`src/rtl/cnoc_axi_arb.sv`:
```
// rtl/cnoc_axi_arb.sv - NUM_M-to-1 CNOC AXI arbiter; CNOC_AXI_ARB_QOS_EN enables QoS-priority arbitration
package cnoc_axi_pkg;
    localparam int AXI_IDW = 8;
    localparam int AXI_AW  = 32;
    localparam int AXI_DW  = 64;

    typedef struct packed {
        logic [AXI_IDW-1:0] id;
        logic [AXI_AW-1:0]  addr;
        logic [7:0]         len;
        logic [2:0]         size;
        logic [1:0]         burst;
        logic [3:0]         qos;
    } cnoc_ax_s;

    typedef struct packed {
        logic [AXI_DW-1:0]   data;
        logic [AXI_DW/8-1:0] strb;
        logic                last;
    } cnoc_w_s;

    typedef struct packed {
        logic [AXI_IDW-1:0] id;
        logic [1:0]         resp;
    } cnoc_b_s;

    typedef struct packed {
        logic [AXI_IDW-1:0] id;
        logic [AXI_DW-1:0]  data;
        logic [1:0]         resp;
        logic               last;
    } cnoc_r_s;

    typedef struct packed {
        cnoc_ax_s aw;
        logic     aw_valid;
        cnoc_w_s  w;
        logic     w_valid;
        logic     b_ready;
        cnoc_ax_s ar;
        logic     ar_valid;
        logic     r_ready;
    } cnoc_req_s;

    typedef struct packed {
        logic    aw_ready;
        logic    w_ready;
        cnoc_b_s b;
        logic    b_valid;
        logic    ar_ready;
        cnoc_r_s r;
        logic    r_valid;
    } cnoc_resp_s;
endpackage

module cnoc_axi_arb_ch
    import cnoc_axi_pkg::*;
#(
    parameter int NUM_M = 2,
    parameter int IDX_W = 1
) (
    input  logic             clk,
    input  logic             arst_n,
    input  logic [NUM_M-1:0] req_valid,
    input  cnoc_ax_s         req_ax [NUM_M],
    input  logic             cap_en,
    output logic [NUM_M-1:0] req_ready,
    output logic             out_valid,
    output cnoc_ax_s         out_ax,
    input  logic             out_ready
);
    typedef enum logic {ARB_IDLE, ARB_HOLD} arb_state_e;

    arb_state_e       state_q, state_d;
    logic [IDX_W-1:0] rr_ptr_q, win_q, win;
    logic [NUM_M-1:0] eligible;
    logic             any_req;
    cnoc_ax_s         ax_q, win_ax;

`ifdef CNOC_AXI_ARB_QOS_EN
    logic [3:0] max_qos;
    always_comb begin
        max_qos  = '0;
        eligible = '0;
        for (int i = 0; i < NUM_M; i++)
            if (req_valid[i] && req_ax[i].qos > max_qos)
                max_qos = req_ax[i].qos;
        for (int i = 0; i < NUM_M; i++)
            eligible[i] = req_valid[i] && (req_ax[i].qos == max_qos);
    end
`else
    assign eligible = req_valid;
`endif

    // first eligible master scanning upward from rr_ptr, wrapping at NUM_M
    always_comb begin
        int idx;
        idx     = 0;
        win     = '0;
        any_req = 1'b0;
        for (int k = 0; k < NUM_M; k++) begin
            idx = int'(rr_ptr_q) + k;
            if (idx >= NUM_M)
                idx = idx - NUM_M;
            if (!any_req && eligible[idx]) begin
                any_req = 1'b1;
                win     = IDX_W'(idx);
            end
        end
    end

    always_comb begin
        win_ax = req_ax[win];
        win_ax.id = {win, req_ax[win].id[AXI_IDW-IDX_W-1:0]};
    end

    always_comb begin
        state_d   = state_q;
        req_ready = '0;
        out_valid = 1'b0;
        case (state_q)
            ARB_IDLE: begin
                if (any_req && cap_en) begin
                    req_ready[win] = 1'b1;
                    state_d        = ARB_HOLD;
                end
            end
            ARB_HOLD: begin
                out_valid = 1'b1;
                if (out_ready)
                    state_d = ARB_IDLE;
            end
            default: state_d = ARB_IDLE;
        endcase
    end

    always_ff @(posedge clk or negedge arst_n) begin
        if (!arst_n) begin
            state_q  <= ARB_IDLE;
            rr_ptr_q <= '0;
            win_q    <= '0;
            ax_q     <= '0;
        end else begin
            state_q <= state_d;
            if (|req_ready) begin
                win_q <= win;
                ax_q  <= win_ax;
            end
            if (state_q == ARB_HOLD && out_ready)
                rr_ptr_q <= (win_q == IDX_W'(NUM_M-1)) ? '0 : win_q + IDX_W'(1);
        end
    end

    assign out_ax = ax_q;
endmodule

module cnoc_axi_arb
    import cnoc_axi_pkg::*;
#(
    parameter int NUM_M       = 2,
    parameter int WFIFO_DEPTH = 4
) (
    input  logic       clk,
    input  logic       arst_n,
    input  cnoc_req_s  m_req  [NUM_M],
    output cnoc_resp_s m_resp [NUM_M],
    output cnoc_req_s  s_req,
    input  cnoc_resp_s s_resp
);
    localparam int IDX_W = $clog2(NUM_M);
    localparam int PTR_W = $clog2(WFIFO_DEPTH);

    logic [NUM_M-1:0] aw_valid_v, ar_valid_v, aw_ready_v, ar_ready_v;
    cnoc_ax_s         aw_ax [NUM_M];
    cnoc_ax_s         ar_ax [NUM_M];
    cnoc_ax_s         aw_out, ar_out;
    logic             aw_out_valid, ar_out_valid;

    logic [IDX_W-1:0] fifo_q [WFIFO_DEPTH];
    logic [PTR_W-1:0] rd_ptr_q, wr_ptr_q;
    logic [PTR_W:0]   cnt_q;
    logic [IDX_W-1:0] head, push_idx, b_idx, r_idx;
    logic             empty, full, push, pop, aw_cap_en;
    cnoc_w_s          s_w;
    logic             s_w_valid;

    always_comb begin
        for (int i = 0; i < NUM_M; i++) begin
            aw_valid_v[i] = m_req[i].aw_valid;
            ar_valid_v[i] = m_req[i].ar_valid;
            aw_ax[i]      = m_req[i].aw;
            ar_ax[i]      = m_req[i].ar;
        end
    end

    assign empty = (cnt_q == '0);
    assign full  = (cnt_q == (PTR_W+1)'(WFIFO_DEPTH));
    assign head  = fifo_q[rd_ptr_q];

    always_comb begin
        s_w       = '0;
        s_w_valid = 1'b0;
        for (int i = 0; i < NUM_M; i++) begin
            if (head == IDX_W'(i)) begin
                s_w       = m_req[i].w;
                s_w_valid = m_req[i].w_valid && !empty;
            end
        end
    end

    // a W last leaving the FIFO frees a slot the same cycle, so a full FIFO can still capture
    assign pop       = s_w_valid && s_resp.w_ready && s_w.last;
    assign aw_cap_en = arst_n && (!full || pop);
    assign push      = |aw_ready_v;

    always_comb begin
        push_idx = '0;
        for (int i = 0; i < NUM_M; i++)
            if (aw_ready_v[i])
                push_idx = IDX_W'(i);
    end

    cnoc_axi_arb_ch #(.NUM_M(NUM_M), .IDX_W(IDX_W)) u_aw_arb (
        .clk       (clk),
        .arst_n    (arst_n),
        .req_valid (aw_valid_v),
        .req_ax    (aw_ax),
        .cap_en    (aw_cap_en),
        .req_ready (aw_ready_v),
        .out_valid (aw_out_valid),
        .out_ax    (aw_out),
        .out_ready (s_resp.aw_ready)
    );

    cnoc_axi_arb_ch #(.NUM_M(NUM_M), .IDX_W(IDX_W)) u_ar_arb (
        .clk       (clk),
        .arst_n    (arst_n),
        .req_valid (ar_valid_v),
        .req_ax    (ar_ax),
        .cap_en    (arst_n),
        .req_ready (ar_ready_v),
        .out_valid (ar_out_valid),
        .out_ax    (ar_out),
        .out_ready (s_resp.ar_ready)
    );

    always_ff @(posedge clk or negedge arst_n) begin
        if (!arst_n) begin
            rd_ptr_q <= '0;
            wr_ptr_q <= '0;
            cnt_q    <= '0;
            for (int i = 0; i < WFIFO_DEPTH; i++)
                fifo_q[i] <= '0;
        end else begin
            if (push) begin
                fifo_q[wr_ptr_q] <= push_idx;
                wr_ptr_q         <= wr_ptr_q + PTR_W'(1);
            end
            if (pop)
                rd_ptr_q <= rd_ptr_q + PTR_W'(1);
            if (push && !pop)
                cnt_q <= cnt_q + (PTR_W+1)'(1);
            else if (pop && !push)
                cnt_q <= cnt_q - (PTR_W+1)'(1);
        end
    end

    assign b_idx = s_resp.b.id[AXI_IDW-1 -: IDX_W];
    assign r_idx = s_resp.r.id[AXI_IDW-1 -: IDX_W];

    // responses whose index names no master are sunk rather than forwarded
    always_comb begin
        s_req          = '0;
        s_req.aw       = aw_out;
        s_req.aw_valid = aw_out_valid;
        s_req.ar       = ar_out;
        s_req.ar_valid = ar_out_valid;
        s_req.w        = s_w;
        s_req.w_valid  = s_w_valid;
        s_req.b_ready  = arst_n && (int'(b_idx) >= NUM_M);
        s_req.r_ready  = arst_n && (int'(r_idx) >= NUM_M);
        for (int i = 0; i < NUM_M; i++) begin
            m_resp[i]          = '0;
            m_resp[i].aw_ready = aw_ready_v[i];
            m_resp[i].ar_ready = ar_ready_v[i];
            m_resp[i].w_ready  = s_resp.w_ready && !empty && (head == IDX_W'(i));
            m_resp[i].b        = s_resp.b;
            m_resp[i].b.id[AXI_IDW-1 -: IDX_W] = '0;
            m_resp[i].b_valid  = arst_n && s_resp.b_valid && (b_idx == IDX_W'(i));
            m_resp[i].r        = s_resp.r;
            m_resp[i].r.id[AXI_IDW-1 -: IDX_W] = '0;
            m_resp[i].r_valid  = arst_n && s_resp.r_valid && (r_idx == IDX_W'(i));
            if (arst_n && b_idx == IDX_W'(i))
                s_req.b_ready = m_req[i].b_ready;
            if (arst_n && r_idx == IDX_W'(i))
                s_req.r_ready = m_req[i].r_ready;
        end
    end
endmodule

```
`config.mk`:
```
export PLATFORM = sky130hd
export DESIGN_NAME = cnoc_axi_arb
export DESIGN_NICKNAME = d
export VERILOG_FILES = /design/src/rtl/cnoc_axi_arb.sv
export SDC_FILE = /design/constraint.sdc
export NUM_CORES = 1
export LEC_CHECK = 0
export CELL_PAD_IN_SITES_DETAIL_PLACEMENT = 1
export CELL_PAD_IN_SITES_GLOBAL_PLACEMENT = 1
export CORE_AREA = 2 2 334 336
export CTS_BUF_LIST = sky130_fd_sc_hd__clkbuf_16
export DETAILED_ROUTE_END_ITERATION = 10
export DIE_AREA = 0 0 336 338
export PLACE_DENSITY = 0.43
export RECOVER_POWER = 25
export SYNTH_ARGS = -nofsm -noshare
export SYNTH_HDL_FRONTEND = slang
export SYNTH_SLANG_ARGS = --single-unit
export TNS_END_PERCENT = 30
```
`constraint.sdc`:
```
create_clock -name clk -period 5.2 [get_ports clk]
set_input_delay 0.52 -clock clk [delete_from_list [all_inputs] [get_ports clk]]
set_output_delay 0.52 -clock clk [all_outputs]
set_load 0.005 [all_outputs]
```
==> key figures, run 1 <==
Synthesis
  • Main synth FF type: dfrtp_1
  • Post-synthesis mux area share: 0.262
  • Post-synthesis cell area: 8320 um^2
  • Compound-Gate Fraction of Synth Area: 0.0852
  • Synth warn: 0
  • Xor/xnor share of the synthesized area: 0.00632
  • Ys async rst share: 1.00
  • Simple logic cell fraction of the synthesized area: 0.0652
  • Largest family of logic cells by synthesized area: multiplexers
  • FF+latch count, synth: 129
  • Adder-Cell Fraction of Synth Area: 0.00993
  • Most common cell in the netlist: buf_4
  • Seq/Total Area, Yosys: 0.388
  • Number of synthesized flops with an enable pin: 0
  • Synth area leader: dfrtp_1
  • Synth unique cells: 40
  • Post-Syn Instances: 721
  • Synth cell count leaders: 177 x buf_4, 168 x mux2_2, 129 x dfrtp_1
  • Syn Area/Cell: 11.5 um^2
  • Top post-synthesis cells by area: dfrtp_1 39%, mux2_2 23%, buf_4 16%
  • Top-area cell type share of the netlist area: 0.388

Critical path
  • Reg2reg end: u_aw_arb.out_ax[0]$_DFFE_PN0P_
  • Worst R2R Path Depth: 6
  • R2R setup slack: 1.97 ns
  • Critical path class: reg -> out
  • Crit-path max FO: 72
  • Reg2reg start: rd_ptr_q[0]$_DFFE_PN0P_
  • CP endpoint kind: primary output
  • CP arrival: 3.39 ns
  • CP Data Required Time: about 4.7 ns
  • CP startpoint kind: register

Timing
  • Fmax: 0.255 GHz
  • Fin Hold WS: 0.487 ns
  • Final setup vio count: 0
  • Final TNS setup: 0 ns
  • Max-slew violation count: 0
  • Tmin final: 3.91 ns
  • Measured slew at the worst slew-check pin: 0.966 ns
  • Hold Vio Cnt, Final: 0
  • RSZ-0062 raised after global routing: false
  • Slew headroom: 0.356
  • Setup ws final: 1.29 ns
  • Clock skew: 0.00955 ns
  • Final Cycle Share: 0.753

Clock tree
  • Htree depth: 4
  • TritonCTS clock tree: yes
  • Max clock buf depth: 2
  • CTS buffer count: 17
  • Root Buffer: clkbuf_16
  • Clock Latency Late Sink: 0.47 ns
  • Clk pin slew, worst setup/hold paths: 0.06 ns
  • Setup Fix Bufs, Post-CTS: 0
  • CTS sink cnt: 129

Pwr
  • Seq pwr share: 0.260
  • Int Pwr: 4190 uW
  • Max VDD drop: roughly 0.26 mV
  • Clk pwr share: 0.203
  • Total power: 6490 uW
  • Comb power frac: 0.537
  • Sw frac: 0.355
  • Psw: roughly 2300 uW
  • PwrDens: 424 nW/um^2
  • P_leak: roughly 0.0055 uW

Die
  • Ports: approximately 850
  • DIE HEIGHT: roughly 340 um
  • Cell Rows: 122
  • Die ar.: 114000 um^2
  • Core ar.: around 110000 um^2
  • DIE WIDTH: between 300 and 400 um
  • Initial Util: 0.0756

GRT
  • Initial antenna violation count: 10
  • Pin count of the biggest net entering global routing: 73
  • First-pass GRT wire length: 77800 um
  • Vias in the first global route: 8365
  • Global route overflow: 0
  • Gr usage total: 0.104

Run status
  • Status: finished, final reports clean

Placement
  • HPWL Detailed: 51900 um
  • Port Buffers: 590
  • GPL Wtd Cong: 0.741
  • Place WS: 1.74 ns

Cells and area
  • Fraction of layout cells with a size suffix above 1: 0.186
  • Post-layout util: 0.139
  • Nets@finish: 1611
  • Area Growth Syn to Fin: 84.3%

Detailed routing
  • DRT Wirelength: 61100 um
  • WL per Instance: 23.2 um
  • Post-DR vias/cell: 2.79
  • Vias: 7356
  • DRC viols: 0
  • Initial DRC count: 179
  • Drt pass-1 iters: 4
  • Antenna viol nets, final: 0

Run
  • Max-cap violation count: 0

Min path
  • Hold path start: u_aw_arb.out_ax[55]$_DFFE_PN0P_
  • WHS Endpoint: u_aw_arb.out_ax[55]$_DFFE_PN0P_
  • Hold WC Path Type: reg -> reg
  • Hold Path Depth: 1
-- layout by cell type, fill, tap and decap left out, types with 4 or more instances in the layout --
cell type,n
ha_1,5
and2_1,13
nor2_1,5
bufinv_16,4
clkbuf_16,17
mux2_2,168
conb_1,4
clkinv_1,4
buf_4,9
diode_2,7
mux2_1,19
nand2_1,5
and2_0,45
inv_1,8
and3_1,5
clkdlybuf4s50_1,587
xnor2_1,4
dfrtp_1,129
a221o_1,60
nor2b_1,7
-- registers in the layout, summed over array words and instances (netlist names) --
name / flops
cnt_q: 3
fifo_q: 4
rd_ptr_q: 2
u_ar_arb.out_ax: 57
u_ar_arb.rr_ptr_q: 1
u_ar_arb.state_q: 1
u_aw_arb.out_ax: 57
u_aw_arb.rr_ptr_q: 1
u_aw_arb.state_q: 1
wr_ptr_q: 2
-- layer usage --
metal,global-route usage,part of all wire,vias up
met2,0.183,0.49,571
met1,0.105,0.36,3517
met5,0,0.00052,-
met4,0.0322,0.025,6
li1,-,-,3205
met3,0.0537,0.12,57
-- kinds of logic (layout without fill, tap and decap cells) --
kind of cell,after synthesis,in the layout
flip-flops,129,129
buffers and inverters,221,638
adder cells (fa/ha/maj),6,6
other,1,11
AO/OA/AOI/OAI,75,75
XOR/XNOR,6,6
multiplexers,192,192
AND/OR/NAND/NOR,91,91
-- how the worst max path moves through the flow --
stage	cells past startpoint	start	slack (ns)	end
after global routing	6	arst_n	1.04	m_resp[89]
after detailed placement	4	rd_ptr_q[0]$_DFFE_PN0P_	1.74	s_req[114]
after global placement	4	rd_ptr_q[0]$_DFFE_PN0P_	1.79	s_req[114]
final	4	rd_ptr_q[0]$_DFFE_PN0P_	1.29	s_req[114]
after floorplan	10	rd_ptr_q[0]$_DFFE_PN0P_	2.41	cnt_q[1]$_DFFE_PN0P_
after CTS	4	rd_ptr_q[0]$_DFFE_PN0P_	1.18	s_req[114]
-- power by group through the flow --
stage          sequential [uW]  clock [uW]  combinational [uW]
3_3_place_gp              1680           0                3630
5_1_grt                   1750        1430                3760
4_1_cts                   1700        1410                3660
6_report                  1690        1320                3480
3_5_place_dp              1700           0                3640
2_1_floorplan             1660           0                1350
-- final cells by class --
| type | count | area [um^2] |
|---|---|---|
| timing repair buffer | 600 | 5980 |
| clock buffer | 17 | 425 |
| multi-input combinational | 374 | 3620 |
| inverter | 7 | 27.5 |
| antenna | 7 | 17.5 |
| sequential | 129 | 3230 |
| clock inverter | 14 | 173 |
| fill | 12699 | 94700 |
| tap | 1488 | 1860 |
-- metrics by stage --
step / cell area (um^2) / instances
after global placement: 14700 / 2597
final: 15300 / 2636
after detailed placement: 14700 / 2597
after global routing: 15300 / 2629
after CTS: 15300 / 2629
after floorplan: 8330 / 724
-- what timing repair did --
action,4_1_cts,5_1_grt
gates resized for setup,0,0
hold endpoints to repair,1,0
hold buffers,1,0
-- critical path, stage by stage, from the launching register on --
cell and delay, ns:
dfrtp_1 0.42, mux4_4 0.55, buf_4 0.72, mux2_2 0.44, clkdlybuf4s50_1 0.67
(Power assumes the default switching activity.)
==> run 2: changes to the inputs <==
--- a/config.mk
+++ b/config.mk
@@ -7,10 +7,10 @@
 export LEC_CHECK = 0
 export CELL_PAD_IN_SITES_DETAIL_PLACEMENT = 1
 export CELL_PAD_IN_SITES_GLOBAL_PLACEMENT = 1
-export CORE_AREA = 2 2 334 336
+export CORE_AREA = 2 2 331 333
 export CTS_BUF_LIST = sky130_fd_sc_hd__clkbuf_16
 export DETAILED_ROUTE_END_ITERATION = 10
-export DIE_AREA = 0 0 336 338
+export DIE_AREA = 0 0 333 335
 export PLACE_DENSITY = 0.43
 export RECOVER_POWER = 25
 export SYNTH_ARGS = -nofsm -noshare
==> constraint.sdc (replaced) <==
create_clock -name clk -period 3.9 [get_ports clk]
set_input_delay 0.39 -clock clk [delete_from_list [all_inputs] [get_ports clk]]
set_output_delay 0.39 -clock clk [all_outputs]
set_load 0.005 [all_outputs]
==> key figures, run 2 (synthesis results as in run 1) <==
Clock tree
  • TritonCTS clock tree: yes
  • Clock Latency Late Sink: 0.48 ns (about the same)
  • CTS sink cnt: 129 (unchanged)
  • CTS buffer count: 17 (unchanged)
  • Htree depth: 4 (unchanged)
  • Root Buffer: clkbuf_16
  • Max clock buf depth: 2 (unchanged)
  • Clk pin slew, worst setup/hold paths: 0.06 ns (about the same)

Critical path
  • CP endpoint kind: primary output
  • CP startpoint kind: register
  • CP Data Required Time: 3.51 ns (-1.17 ns)
  • Critical path class: reg -> out
  • Crit-path max FO: 74 (+2.8%)
  • CP arrival: 3.30 ns (-0.09 ns)

Placement
  • HPWL Detailed: 51600 um (-0.42%)
  • Place WS: 0.626 ns (-1.11 ns)
  • Port Buffers: 590 (unchanged)
  • GPL Wtd Cong: 0.764 (+3.1%)

GRT
  • Vias in the first global route: 8453 (+1.1%)
  • First-pass GRT wire length: 79000 um (+1.5%)
  • Global route overflow: 0 (unchanged)
  • Initial antenna violation count: 5 (-5)
  • Gr usage total: 0.106 (+0.00233)
  • Pin count of the biggest net entering global routing: 75 (+2.7%)

Detailed routing
  • Drt pass-1 iters: 4 (unchanged)
  • DRC viols: 0 (unchanged)
  • WL per Instance: 23.6 um (+1.9%)
  • Post-DR vias/cell: 2.87 (+2.7%)
  • Vias: 7330 (-0.35%)
  • DRT Wirelength: 60400 um (-1.1%)
  • Initial DRC count: 177 (-1.1%)
  • Antenna viol nets, final: 0 (unchanged)

Run
  • Max-cap violation count: 0 (unchanged)

Timing
  • Fin Hold WS: 0.407 ns (-0.0801 ns)
  • RSZ-0062 raised after global routing: false
  • Fmax: 0.271 GHz
  • Final TNS setup: 0 ns (unchanged)
  • Clock skew: 0.0155 ns (+0.00599 ns)
  • Slew headroom: 0.340 (-0.0161)
  • Tmin final: between 3 and 4 ns
  • Final setup vio count: 0 (unchanged)
  • Hold Vio Cnt, Final: 0 (unchanged)
  • Setup ws final: 0.210 ns (-1.08 ns)
  • Max-slew violation count: 0 (unchanged)
  • Measured slew at the worst slew-check pin: 0.991 ns (+0.0242 ns)
  • Final Cycle Share: 0.946

Cells and area
  • Commonest non-fill, non-tap cell in the layout: clkdlybuf4s50_1
  • Most frequent cells in the layout: 589 x clkdlybuf4s50_1, 168 x mux2_2, 129 x dfrtp_1
  • Area Growth Syn to Fin: 83.2%
  • Post-layout util: 0.141 (+0.00168)
  • Fraction of layout cells with a size suffix above 1: 0.190 (+0.00438)
  • Nets@finish: 1610 (-0.062%)

Die
  • Cell Rows: 121 (-0.82%)
  • Core ar.: 108000 um^2 (-1.8%)
  • Initial Util: 0.0769 (+0.00137)
  • DIE WIDTH: 333 um (-0.89%)
  • DIE HEIGHT: 335 um (-0.89%)
  • Ports: 848 (unchanged)
  • Die ar.: 112000 um^2 (-1.8%)

Pwr
  • PwrDens: 564 nW/um^2 (+33%)
  • P_leak: 0.00551 uW (-0.11%)
  • Max VDD drop: 0.320 mV (+21%)

Run status
  • Status: finished, final reports clean

Min path
  • Hold WC Path Type: in -> async
-- run 2: cell types whose count changed in the layout (fill, tap and decap cells not counted), moves of 3 or more --
cell      previous run  this run
diode_2              7         3
inv_6                1         4
clkinv_1             4         1
buf_4                9         6
-- run 2: area by class of cell --
class / count / area [um^2]
Multi-Input combinational cell: 374 / 3620
Tap cell: 1414 / 1770
Sequential cell: 129 / 3230
Clock buffer: 17 / 425
Inverter: 7 / 27.5
Timing Repair Buffer: 599 / 6000
Fill cell: 12525 / 92900
Clock inverter: 15 / 159
Antenna cell: 3 / 7.51
-- run 2: metrics by stage --
step / total power (uW) / std cells / instance area, um^2
detailed placement: 7110 / 2522 / 14600
global placement: 7060 / 2522 / 14600
floorplan: 4010 / 724 / 8330
CTS: 8970 / 2555 / 15200
global route: 9210 / 2555 / 15200
finish: 8600 / 2558 / 15200
-- run 2: critical path, cell delays in order, from the launching register on --
cell	delay [ns]
dfrtp_1	0.42
mux4_4	0.50
buf_4	0.78
mux2_2	0.42
clkdlybuf4s50_1	0.68
-- run 2: timing repair --
action	4_1_cts	5_1_grt
hold buffers	1	0
buffers inserted	0	0
setup endpoints to repair	0	0
resized for setup	0	0
endpoints found under the hold margin	33	0
-- run 2: worst paths after layout --
path / start / endpoint / slack (ns) / depth (start not counted)
setup / recovery: rd_ptr_q[0]$_DFFE_PN0P_ / s_req[110] / 0.21 / 4
hold / removal: arst_n / u_aw_arb.out_ax[9]$_DFFE_PN0P_ / 0.41 / 2
setup reg to reg: rd_ptr_q[0]$_DFFE_PN0P_ / cnt_q[1]$_DFFE_PN0P_ / 0.95 / 8
hold reg to reg: u_aw_arb.out_ax[19]$_DFFE_PN0P_ / u_aw_arb.out_ax[19]$_DFFE_PN0P_ / 0.49 / 1
max in group asynchronous: arst_n / u_aw_arb.out_ax[52]$_DFFE_PN0P_ / 1.71 / 4
min in group clk: u_aw_arb.out_ax[19]$_DFFE_PN0P_ / u_aw_arb.out_ax[19]$_DFFE_PN0P_ / 0.49 / 1
-- run 2: metal layers --
| layer | share of wire | wire length (um) | vias to the layer above | global-route usage |
|---|---|---|---|---|
| li1 | - | - | 3204 | - |
| met1 | 0.36 | 21900 | 3512 | 0.109 |
| met2 | 0.50 | 30200 | 568 | 0.187 |
| met3 | 0.12 | 7460 | 40 | 0.0575 |
| met4 | 0.012 | 695 | 6 | 0.0248 |
| met5 | 0.0015 | 90 | - | 0.00347 |
-- run 2: where the power goes --
group	total, uW	internal [uW]	switching [uW]
clock	1710	946	759
combinational	4670	2660	2010
sequential	2230	1880	342
==> run 3: changes to the inputs <==
--- a/config.mk
+++ b/config.mk
@@ -7,11 +7,12 @@
 export LEC_CHECK = 0
 export CELL_PAD_IN_SITES_DETAIL_PLACEMENT = 1
 export CELL_PAD_IN_SITES_GLOBAL_PLACEMENT = 1
-export CORE_AREA = 2 2 331 333
+export CORE_AREA = 2 2 327 329
 export CTS_BUF_LIST = sky130_fd_sc_hd__clkbuf_16
 export DETAILED_ROUTE_END_ITERATION = 10
-export DIE_AREA = 0 0 333 335
-export PLACE_DENSITY = 0.43
+export DIE_AREA = 0 0 329 331
+export DONT_BUFFER_PORTS = 1
+export PLACE_DENSITY = 0.3
 export RECOVER_POWER = 25
 export SYNTH_ARGS = -nofsm -noshare
 export SYNTH_HDL_FRONTEND = slang
==> key figures, run 3 (synthesis results as in run 1) <==
Run
  • Max-cap violation count: 0 (unchanged)

GRT
  • Vias in the first global route: 6112 (-28%)
  • First-pass GRT wire length: 61100 um (-23%)
  • Gr usage total: 0.0876 (-0.0183)
  • Pin count of the biggest net entering global routing: 130 (+73%)
  • Initial antenna violation count: 22 (+17)
  • Global route overflow: 0 (unchanged)

Clock tree
  • Clock Latency Late Sink: 0.48 ns (about the same)
  • Clk pin slew, worst setup/hold paths: 0.07 ns (about the same)
  • Max clock buf depth: 2 (unchanged)
  • Htree depth: 4 (unchanged)
  • CTS buffer count: 17 (unchanged)
  • TritonCTS clock tree: yes
  • CTS sink cnt: 129 (unchanged)
  • Post-CTS Resized: 0 (unchanged)
  • Root Buffer: clkbuf_16

Run status
  • Status: finished, final reports clean

Min path
  • Hold Path Depth: 1
  • Hold path start: m_req[19]
  • Hold WC Path Type: in -> reg
  • WHS Endpoint: u_ar_arb.out_ax[17]$_DFFE_PN0P_

Critical path
  • CP Data Required Time: 3.51 ns (about the same)
  • Reg2reg end: u_aw_arb.out_ax[15]$_DFFE_PN0P_
  • CP endpoint kind: primary output
  • Critical path class: reg -> out
  • Crit-path max FO: 76 (+2.7%)
  • Crit path from: rd_ptr_q[0]$_DFFE_PN0P_
  • CP arrival: 2.68 ns (-0.62 ns)
  • CP startpoint kind: register
  • Reg2reg start: rd_ptr_q[0]$_DFFE_PN0P_
  • Worst R2R Path Depth: 6 (-2)
  • R2R setup slack: 0.96 ns (about the same)

Timing
  • Tmin final: 3.07 ns (-0.623 ns)
  • Final TNS setup: 0 ns (unchanged)
  • Clock skew: 0.0203 ns (+0.00477 ns)
  • Measured slew at the worst slew-check pin: 0.980 ns (-0.0109 ns)
  • Hold Vio Cnt, Final: 0 (unchanged)
  • Max-slew violation count: 0 (unchanged)
  • Final Cycle Share: 0.786 (-0.160)
  • Fmax: 0.326 GHz (+20%)
  • Slew headroom: 0.347 (+0.00726)
  • Final setup vio count: 0 (unchanged)
  • Setup ws final: 0.833 ns (+0.623 ns)
  • Fin Hold WS: 0.0695 ns (-0.338 ns)
  • RSZ-0062 raised after global routing: false

Placement
  • Port Buffers: 0 (-100%)
  • HPWL Detailed: 41300 um (-20%)
  • Cells after DPL: 1908 (-24%)
  • GPL Wtd Cong: 0.765 (about the same)
  • Place WS: 0.892 ns (+0.266 ns)

Cells and area
  • Fraction of layout cells with a size suffix above 1: 0.347 (+0.157)
  • Area Growth Syn to Fin: 19.7%
  • Final std cells w/o fill: 2016 (-21%)
  • Most frequent cells in the layout: 168 x mux2_2, 129 x dfrtp_1, 66 x dlygate4sd3_1
  • Commonest non-fill, non-tap cell in the layout: mux2_2
  • Post-layout util: 0.0949 (-0.0461)
  • Nets@finish: 1085 (-33%)

Detailed routing
  • Initial DRC count: 129 (-27%)
  • Antenna viol nets, final: 0 (unchanged)
  • WL per Instance: 24.6 um (+4.0%)
  • DRC viols: 0 (unchanged)
  • Drt pass-1 iters: 4 (unchanged)
  • Vias: 5309 (-28%)
  • DRT Wirelength: 49500 um (-18%)
  • Post-DR vias/cell: 2.63 (-8.1%)

Die
  • Ports: 848 (unchanged)
  • Core ar.: 105000 um^2 (-2.9%)
  • Initial Util: 0.0792 (+0.00229)
  • Die ar.: 109000 um^2 (-2.4%)
  • DIE WIDTH: 329 um (-1.2%)
  • Cell Rows: 119 (-1.7%)
  • DIE HEIGHT: 331 um (-1.2%)

Pwr
  • Max VDD drop: 0.309 mV (-3.3%)
  • P_leak: 0.00349 uW (-37%)
  • PwrDens: 674 nW/um^2 (+19%)
==> run 3: final cells by class <==
cell class	count	area [um^2]
well taps	1391	1740
flip-flops and latches	129	3230
inverters	7	27.5
diodes	9	22.5
repair buffers	74	753
fillers	12254	95000
clock buffers	17	425
clock inverters	15	143
multi-input cells	374	3620
==> run 3: stage by stage <==
| stage | area [um^2] | power, uW |
|---|---|---|
| 2_1_floorplan | 8330 | 4010 |
| 3_3_place_gp | 8680 | 5040 |
| 3_5_place_dp | 8680 | 5070 |
| 4_1_cts | 9930 | 7050 |
| 5_1_grt | 9950 | 7240 |
| 6_report | 9960 | 6710 |
==> run 3: how the worst max path moves through the flow <==
stage | to | slack, ns | depth (start not counted)
after global placement | u_aw_arb.out_ax[4]$_DFFE_PN0P_ | 0.92 | 6
after detailed placement | u_aw_arb.out_ax[15]$_DFFE_PN0P_ | 0.89 | 6
after floorplan | cnt_q[1]$_DFFE_PN0P_ | 1.11 | 10
after CTS | s_req[60] | 0.62 | 4
after global routing | s_req[60] | 0.60 | 4
final | s_req[94] | 0.83 | 3
==> run 3: power by group <==
group / internal [uW] / total (uW) / switching (uW)
Combinational: 1200 / 2550 / 1350
Clock: 932 / 1670 / 742
Sequential: 1890 / 2480 / 596
==> run 3: worst max-delay path, cell delays in order (launching register included) <==
cell and delay (ns):
dfrtp_1 0.42, mux4_4 0.45, buf_4 0.72, mux2_2 0.54
==> run 3: what timing repair did <==
item / 4_1_cts / 5_1_grt
endpoints found under the hold margin: 167 / 0
hold buffers: 67 / 0
endpoints found under the setup margin: 0 / 0
setup buffers: 0 / 0
==> run 3: metal layers <==
metal,vias to the layer above,global-route usage,part of all wire,wire [um]
met5,-,0,0.00042,21
met4,4,0.0277,0.023,1130
met3,67,0.0443,0.12,5800
met2,576,0.165,0.53,26400
met1,2509,0.0819,0.33,16100
li1,2153,-,-,-
